--- src/rtl/uart_pkg.sv ---
// Shared types for the buffered UART transmitter: frame FSM states and frame-length helper.
package uart_pkg;

  typedef enum logic [2:0] {
    IDLE   = 3'd0,
    START  = 3'd1,
    DATA   = 3'd2,
    PARITY = 3'd3,
    STOP   = 3'd4
  } tx_state_t;

  localparam int unsigned START_BITS = 1;

  // Bit periods in one frame, used to size timing windows around a frame.
  function automatic int unsigned frame_bits(input int unsigned data_bits,
                                             input int unsigned parity_bits,
                                             input int unsigned stop_bits);
    return START_BITS + data_bits + parity_bits + stop_bits;
  endfunction

endpackage

--- src/rtl/uart_sync_fifo.sv ---
// Circular single-clock FIFO; pointers carry one extra wrap bit to tell full from empty.
module uart_sync_fifo #(
  parameter int unsigned WIDTH = 8,
  parameter int unsigned DEPTH = 16
) (
  input  logic                     clk,
  input  logic                     reset_n,
  input  logic                     push,
  input  logic [WIDTH-1:0]         wr_data,
  input  logic                     pop,
  output logic [WIDTH-1:0]         rd_data,
  output logic                     full,
  output logic                     empty,
  output logic [$clog2(DEPTH):0]   level
);
  localparam int unsigned AW = $clog2(DEPTH);
  localparam int unsigned PW = AW + 1;

  logic [WIDTH-1:0] mem [DEPTH];
  logic [PW-1:0]    wr_ptr;
  logic [PW-1:0]    rd_ptr;
  logic             do_push;
  logic             do_pop;

  assign full    = (wr_ptr[AW] != rd_ptr[AW]) && (wr_ptr[AW-1:0] == rd_ptr[AW-1:0]);
  assign empty   = (wr_ptr == rd_ptr);
  assign level   = wr_ptr - rd_ptr;
  assign rd_data = mem[rd_ptr[AW-1:0]];
  assign do_push = push && !full;
  assign do_pop  = pop && !empty;

  always_ff @(posedge clk or negedge reset_n) begin
    if (!reset_n) begin
      wr_ptr <= '0;
      rd_ptr <= '0;
    end else begin
      if (do_push) wr_ptr <= wr_ptr + PW'(1);
      if (do_pop)  rd_ptr <= rd_ptr + PW'(1);
    end
  end

  // Storage carries no reset; only the pointers define valid contents.
  always_ff @(posedge clk) begin
    if (do_push) mem[wr_ptr[AW-1:0]] <= wr_data;
  end

endmodule

--- src/rtl/uart_buffered_tx.sv ---
// Buffered UART transmitter: FIFO-fed start/data/stop framer with sticky overflow.
// Define UART_PARITY_EN to insert a parity bit (even, or odd with PARITY_ODD=1).
module uart_buffered_tx
  import uart_pkg::*;
#(
  parameter int unsigned DATA_BITS    = 8,
  parameter int unsigned FIFO_DEPTH   = 16,
  parameter int unsigned CLKS_PER_BIT = 868,
  parameter int unsigned STOP_BITS    = 1,
  parameter int unsigned PARITY_ODD   = 0
) (
  input  logic                          clk,
  input  logic                          reset_n,
  input  logic                          wr_en,
  input  logic [DATA_BITS-1:0]          wr_data,
  input  logic                          clr_ovf,
  output logic                          full,
  output logic                          empty,
  output logic [$clog2(FIFO_DEPTH):0]   level,
  output logic                          overflow,
  output logic                          tx,
  output logic                          tx_busy,
  output logic                          tx_done
);
  localparam int unsigned CNT_W = $clog2(CLKS_PER_BIT);
  localparam int unsigned IDX_W = $clog2(DATA_BITS);

  tx_state_t            state_q, state_d;
  logic [CNT_W-1:0]     cnt_q, cnt_d;
  logic [IDX_W-1:0]     idx_q, idx_d;
  logic [DATA_BITS-1:0] shreg_q, shreg_d;
  logic [DATA_BITS-1:0] head;
  logic                 pop;
  logic                 bit_end;
  logic                 tx_d;
  logic                 done_d;
`ifdef UART_PARITY_EN
  logic                 par_q, par_d;
`else
  localparam bit unused_parity_odd = (PARITY_ODD != 0);
`endif

  uart_sync_fifo #(
    .WIDTH (DATA_BITS),
    .DEPTH (FIFO_DEPTH)
  ) u_fifo (
    .clk     (clk),
    .reset_n (reset_n),
    .push    (wr_en),
    .wr_data (wr_data),
    .pop     (pop),
    .rd_data (head),
    .full    (full),
    .empty   (empty),
    .level   (level)
  );

  // Set has priority over clear so a drop in the clearing cycle is not lost.
  always_ff @(posedge clk or negedge reset_n) begin
    if (!reset_n)             overflow <= 1'b0;
    else if (wr_en && full)   overflow <= 1'b1;
    else if (clr_ovf)         overflow <= 1'b0;
  end

  always_ff @(posedge clk or negedge reset_n) begin
    if (!reset_n) begin
      state_q <= IDLE;
      cnt_q   <= '0;
      idx_q   <= '0;
      shreg_q <= '0;
      tx      <= 1'b1;
      tx_busy <= 1'b0;
      tx_done <= 1'b0;
`ifdef UART_PARITY_EN
      par_q   <= 1'b0;
`endif
    end else begin
      state_q <= state_d;
      cnt_q   <= cnt_d;
      idx_q   <= idx_d;
      shreg_q <= shreg_d;
      tx      <= tx_d;
      tx_busy <= (state_q != IDLE);
      tx_done <= done_d;
`ifdef UART_PARITY_EN
      par_q   <= par_d;
`endif
    end
  end

  // Baud counter restarts at every bit boundary, which covers every state change.
  always_comb begin
    state_d = state_q;
    cnt_d   = '0;
    idx_d   = idx_q;
    shreg_d = shreg_q;
    pop     = 1'b0;
    done_d  = 1'b0;
    tx_d    = 1'b1;
`ifdef UART_PARITY_EN
    par_d   = par_q;
`endif
    bit_end = (cnt_q == CNT_W'(CLKS_PER_BIT - 1));
    if ((state_q != IDLE) && !bit_end) cnt_d = cnt_q + CNT_W'(1);

    case (state_q)
      IDLE: begin
        if (!empty) begin
          pop     = 1'b1;
          shreg_d = head;
          idx_d   = '0;
          state_d = START;
`ifdef UART_PARITY_EN
          par_d   = (^head) ^ (PARITY_ODD != 0);
`endif
        end
      end
      START: begin
        tx_d = 1'b0;
        if (bit_end) begin
          idx_d   = '0;
          state_d = DATA;
        end
      end
      DATA: begin
        tx_d = shreg_q[0];
        if (bit_end) begin
          shreg_d = shreg_q >> 1;
          if (idx_q == IDX_W'(DATA_BITS - 1)) begin
            idx_d   = '0;
`ifdef UART_PARITY_EN
            state_d = PARITY;
`else
            state_d = STOP;
`endif
          end else begin
            idx_d = idx_q + IDX_W'(1);
          end
        end
      end
`ifdef UART_PARITY_EN
      PARITY: begin
        tx_d = par_q;
        if (bit_end) begin
          idx_d   = '0;
          state_d = STOP;
        end
      end
`endif
      STOP: begin
        tx_d = 1'b1;
        if (bit_end) begin
          if (idx_q == IDX_W'(STOP_BITS - 1)) begin
            idx_d   = '0;
            done_d  = 1'b1;
            state_d = IDLE;
          end else begin
            idx_d = idx_q + IDX_W'(1);
          end
        end
      end
      default: state_d = IDLE;
    endcase
  end

endmodule
--- config.mk ---
export PLATFORM = sky130hd
export DESIGN_NAME = uart_buffered_tx
export DESIGN_NICKNAME = d
export VERILOG_FILES = /design/src/rtl/uart_pkg.sv /design/src/rtl/uart_sync_fifo.sv /design/src/rtl/uart_buffered_tx.sv
export SDC_FILE = /design/constraint.sdc
export NUM_CORES = 1
export LEC_CHECK = 0
export CORE_MARGIN = 5
export CORE_UTILIZATION = 65
export CTS_BUF_LIST = sky130_fd_sc_hd__clkbuf_2 sky130_fd_sc_hd__clkbuf_4 sky130_fd_sc_hd__clkbuf_8
export DETAILED_ROUTE_END_ITERATION = 10
export GPL_ROUTABILITY_DRIVEN = 1
export PLACE_DENSITY_LB_ADDON = 0.12
export SKIP_CTS_REPAIR_TIMING = 1
export SYNTH_ARGS = -nofsm -noshare
export SYNTH_HDL_FRONTEND = slang
export SYNTH_SLANG_ARGS = --single-unit
--- constraint.sdc ---
create_clock -name clk -period 10.2 [get_ports clk]
set_input_delay 2.04 -clock clk [delete_from_list [all_inputs] [get_ports clk]]
set_output_delay 2.04 -clock clk [all_outputs]
set_load 0.03 [all_outputs]
==> flow_metrics.env <==
export IMPL_tns_ns=0
export IMPL_run_status="complete, no violations"
export IMPL_crit_path_setup_slack_layout_ns=4.94
export IMPL_numCtsBuffers=17
export IMPL_post_route_cells_drive_above_1_share_pct=12.3
export IMPL_pre_cts_ws_ns=5.39
export IMPL_power_density_nw_per_um2=221
export IMPL_cts_root_buf="sky130_fd_sc_hd__clkbuf_8"
export IMPL_synth_adder_area_share_pct=2.74
export IMPL_area_used_by_sequential_logic_in_the_layout_um2=4800
export IMPL_chip_height_um=114
export IMPL_grt_first_pass_wirelength_um=21700
export IMPL_critPathLaunch="u_fifo.rd_ptr[2]$_DFFE_PN0P_"
export IMPL_grt_antenna_before_repair=0
export IMPL_synth_mux_area_fraction_pct=10.2
export IMPL_synth_top_family_by_area="multiplexers"
export IMPL_cpPeakStageDelay_ns=0.99
export IMPL_crit_reg2reg_launch="u_fifo.rd_ptr[2]$_DFFE_PN0P_"
export IMPL_criticalPathCategory="reg -> out"
export IMPL_post_route_period_util_pct=51.5
export IMPL_cp_data_arrival_time_ns=3.22
export IMPL_insertedDiodeCount=0
export IMPL_number_of_flip_flops_and_latches_in_the_synthesized_netlist=166
export IMPL_cp_required_ns=8.16
export IMPL_number_of_flops_mapped_to_enable_cells_by_yosys=128
export IMPL_synth_net_count=478
export IMPL_synth_seq_area_share_pct=68.1
export IMPL_port_buffers=22
export IMPL_nets=501
export IMPL_fp_dieArea_um2=13000
export IMPL_worstPathCellList="inv_1, ha_1, a21o_1, a21oi_1, xnor2_1, clkdlybuf4s50_1"
export IMPL_core_region_area_um2=10700
export IMPL_post_layout_total_power_w=0.00171
export IMPL_worst_hold_path_num_cells=1
export IMPL_timing_critical_path_slowest_stage_cell="sky130_fd_sc_hd__dfrtp_1"
export IMPL_report_final_setup_viol=0
export IMPL_crit_end="level[4]"
export IMPL_worstSkewPairLatency_ns=0.46
export IMPL_layout_filler_cells=714
export IMPL_report_final_slew_viol_count=0
export IMPL_crit_fanout=25
export IMPL_dominantRegCellSynth="sky130_fd_sc_hd__edfxtp_1"
export IMPL_vias=3894
export IMPL_worstReg2RegEnd="u_fifo.mem[1][0]$_DFFE_PP_"
export IMPL_routed_len_inst_um=21.4
export IMPL_timing_reg2reg_setup_slack_ns=6.23
export IMPL_cp_num_buf_inv=2
export IMPL_drt_pre_antenna_iters=5
export IMPL_global_route_usage_total_pct=22.7
export IMPL_post_synth_and_or_nand_nor_area_fraction_pct=7.71
export IMPL_synth_async_reset_ratio_pct=22.9
export IMPL_max_slew_margin_rel_pct=21.9
export IMPL_cp_num_cells=6
export IMPL_gp_congestion=0.844
export IMPL_dp_final_hpwl_um=8950
export IMPL_synth_compound_area_share_pct=6.26
export IMPL_synth_cell_area_um2=7040
export IMPL_yosys_cell_types_count=53
export IMPL_multi_input_comb_area_um2=2080
export IMPL_cts_htree_levels=4
export IMPL_synth_warning_count=0
export IMPL_yosys_area_share_xor_xnor_pct=2.61
export IMPL_min_delay_path_class="reg -> reg"
export IMPL_detail_route_antenna_nets=0
export IMPL_finalHoldViolCount=0
export IMPL_initialDrtViolationCount=380
export IMPL_max_slew_worst_pin_slew_ns=1.16
export IMPL_fin_hold_ws_ns=0.490
export IMPL_r2r_worst_path_cells=6
export IMPL_post_synth_inst_count=452
export IMPL_effective_utilization_at_floorplan_pct=65.5
export IMPL_routed_wl_um=13500
export IMPL_worst_ir_drop_vdd_mv=0.187
export IMPL_avgSynthCellArea_um2=15.6
export IMPL_leakage_power_nw=2.74
export IMPL_drcViolationCount=0
export IMPL_vias_cell=6.20
export IMPL_crit_path_end_kind="output port"
export IMPL_tritoncts="built"
export IMPL_grt_setup_unrepaired="false"
export IMPL_number_of_global_route_vias_before_repair=3983
export IMPL_layout_min_cycle_time_ns=5.26
export IMPL_max_cap_viols=0
export IMPL_crit_family="flip-flops"
export IMPL_finClkSkew_ns=0.0108
export IMPL_grt_max_degree=47
export IMPL_numClockSinks=166
export IMPL_std_cell_rows=38
export IMPL_globalRoute_totalOverflow=0
export IMPL_worst_setup_hold_path_clk_slew_ns=0.09
export IMPL_critPathLaunchType="flop"
export IMPL_area_growth_synth_to_final_pct=9.74
export IMPL_die_x_um=114
export IMPL_maxClockFrequency_ghz=0.190
export IMPL_ctsLongestPathBuffers=2
export IMPL_ioPinCount=23
[logic make-up after synthesis]
logic type      Yosys count
buf+inv                  36
fa+ha+maj                15
flops                   166
mux                      44
simple gates            111
xor+xnor                 21
compound gates           59
[registers in the layout, summed over array words and instances (netlist names)]
register and flops:
overflow 1, state_q 3, u_fifo.wr_ptr 5, tx_busy 1, tx 1, tx_done 1, u_fifo.rd_ptr 5, shreg_q 8
u_fifo.mem 128, cnt_q 10, idx_q 3
[layout by cell type (no fill, tap or decap), drive strengths merged, types with 3 or more instances in the layout]
cell           count
xor2               3
clkinv             7
a22o               6
clkbuf            17
dfrtp             37
ha                13
o21ai              6
nand2             20
o22ai              7
clkdlybuf4s50     21
nor3               8
edfxtp           128
mux2i             21
buf                3
nand3             15
nor2b              7
o31ai              8
nor3b              4
nand4              7
a2111oi            6
a21o               3
nor2              35
xnor2             18
mux4              22
inv               21
a21oi              8
nand2b             6
[how the worst min path moves through the flow]
stage                        from                 end  slack [ns]
6_report       cnt_q[0]$_DFF_PN0_  cnt_q[0]$_DFF_PN0_        0.49
2_1_floorplan  cnt_q[0]$_DFF_PN0_  cnt_q[0]$_DFF_PN0_        0.45
4_1_cts        cnt_q[0]$_DFF_PN0_  cnt_q[0]$_DFF_PN0_        0.49
3_3_place_gp   cnt_q[0]$_DFF_PN0_  cnt_q[0]$_DFF_PN0_        0.47
3_5_place_dp   cnt_q[0]$_DFF_PN0_  cnt_q[0]$_DFF_PN0_        0.48
5_1_grt        cnt_q[0]$_DFF_PN0_  cnt_q[0]$_DFF_PN0_        0.52
[routing by layer]
layer	up-vias	part of all wire [%]	track usage, %
met5	-	0	0
met4	0	1.3	6.18
met1	1997	43	30.8
li1	1784	-	-
met2	94	51	36.3
met3	19	5.1	7.08
[synthesized netlist by cell type (2+ instances only)]
| master | number | share of area, % |
|---|---|---|
| sky130_fd_sc_hd__edfxtp_1 | 128 | 55 |
| sky130_fd_sc_hd__dfrtp_1 | 37 | 13 |
| sky130_fd_sc_hd__nor2_1 | 35 | 1.9 |
| sky130_fd_sc_hd__mux4_2 | 22 | 7.0 |
| sky130_fd_sc_hd__mux2i_1 | 21 | 3.0 |
| sky130_fd_sc_hd__nand2_1 | 20 | 1.1 |
| sky130_fd_sc_hd__xnor2_1 | 18 | 2.2 |
| sky130_fd_sc_hd__nand3_1 | 15 | 1.1 |
| sky130_fd_sc_hd__inv_1 | 14 | 0.75 |
| sky130_fd_sc_hd__ha_1 | 13 | 2.3 |
| sky130_fd_sc_hd__clkbuf_1 | 10 | 0.53 |
| sky130_fd_sc_hd__nor3_1 | 8 | 0.57 |
| sky130_fd_sc_hd__o31ai_1 | 8 | 0.85 |
| sky130_fd_sc_hd__a21oi_1 | 7 | 0.50 |
| sky130_fd_sc_hd__nand4_1 | 7 | 0.62 |
| sky130_fd_sc_hd__nor2b_1 | 7 | 0.62 |
| sky130_fd_sc_hd__o22ai_1 | 7 | 0.62 |
| sky130_fd_sc_hd__a2111oi_1 | 6 | 0.85 |
| sky130_fd_sc_hd__a22o_1 | 6 | 0.75 |
| sky130_fd_sc_hd__nand2b_1 | 6 | 0.53 |
| sky130_fd_sc_hd__buf_2 | 5 | 0.36 |
| sky130_fd_sc_hd__nor3b_1 | 4 | 0.43 |
| sky130_fd_sc_hd__a21o_1 | 3 | 0.32 |
| sky130_fd_sc_hd__buf_4 | 3 | 0.32 |
| sky130_fd_sc_hd__o21ai_0 | 3 | 0.21 |
| sky130_fd_sc_hd__o21ai_1 | 3 | 0.21 |
| sky130_fd_sc_hd__xor2_1 | 3 | 0.37 |
| sky130_fd_sc_hd__a211o_1 | 2 | 0.25 |
| sky130_fd_sc_hd__a22oi_1 | 2 | 0.21 |
| sky130_fd_sc_hd__a32oi_1 | 2 | 0.25 |
| sky130_fd_sc_hd__buf_6 | 2 | 0.32 |
| sky130_fd_sc_hd__inv_2 | 2 | 0.11 |
| sky130_fd_sc_hd__o2bb2ai_1 | 2 | 0.25 |
| sky130_fd_sc_hd__or3_1 | 2 | 0.18 |
[layout make-up]
cell class                      count  share of cell area (%)
Sequential cell                   166                    62.1
Multi-Input combinational cell    250                    26.9
Clock buffer                       17                    3.03
Timing Repair Buffer               24                    2.98
Tap cell                          140                    2.27
Clock inverter                     15                    1.98
Inverter                           16                   0.777
[report_power, final]
group          internal, W  switching [W]  total [W]
registers         0.000811      0.0000556   0.000867
clock network     0.000219       0.000243   0.000461
logic             0.000160       0.000222   0.000383
[stage by stage]
step	cell area, um^2	instances	utilization (%)
after floorplan	7040	452	-
after global placement	7340	596	68.3
after detailed placement	7340	596	68.3
after CTS	7730	628	71.9
after global routing	7730	628	71.9
final	7730	628	71.9
No activity file was read; power rests on OpenSTA's default activity.
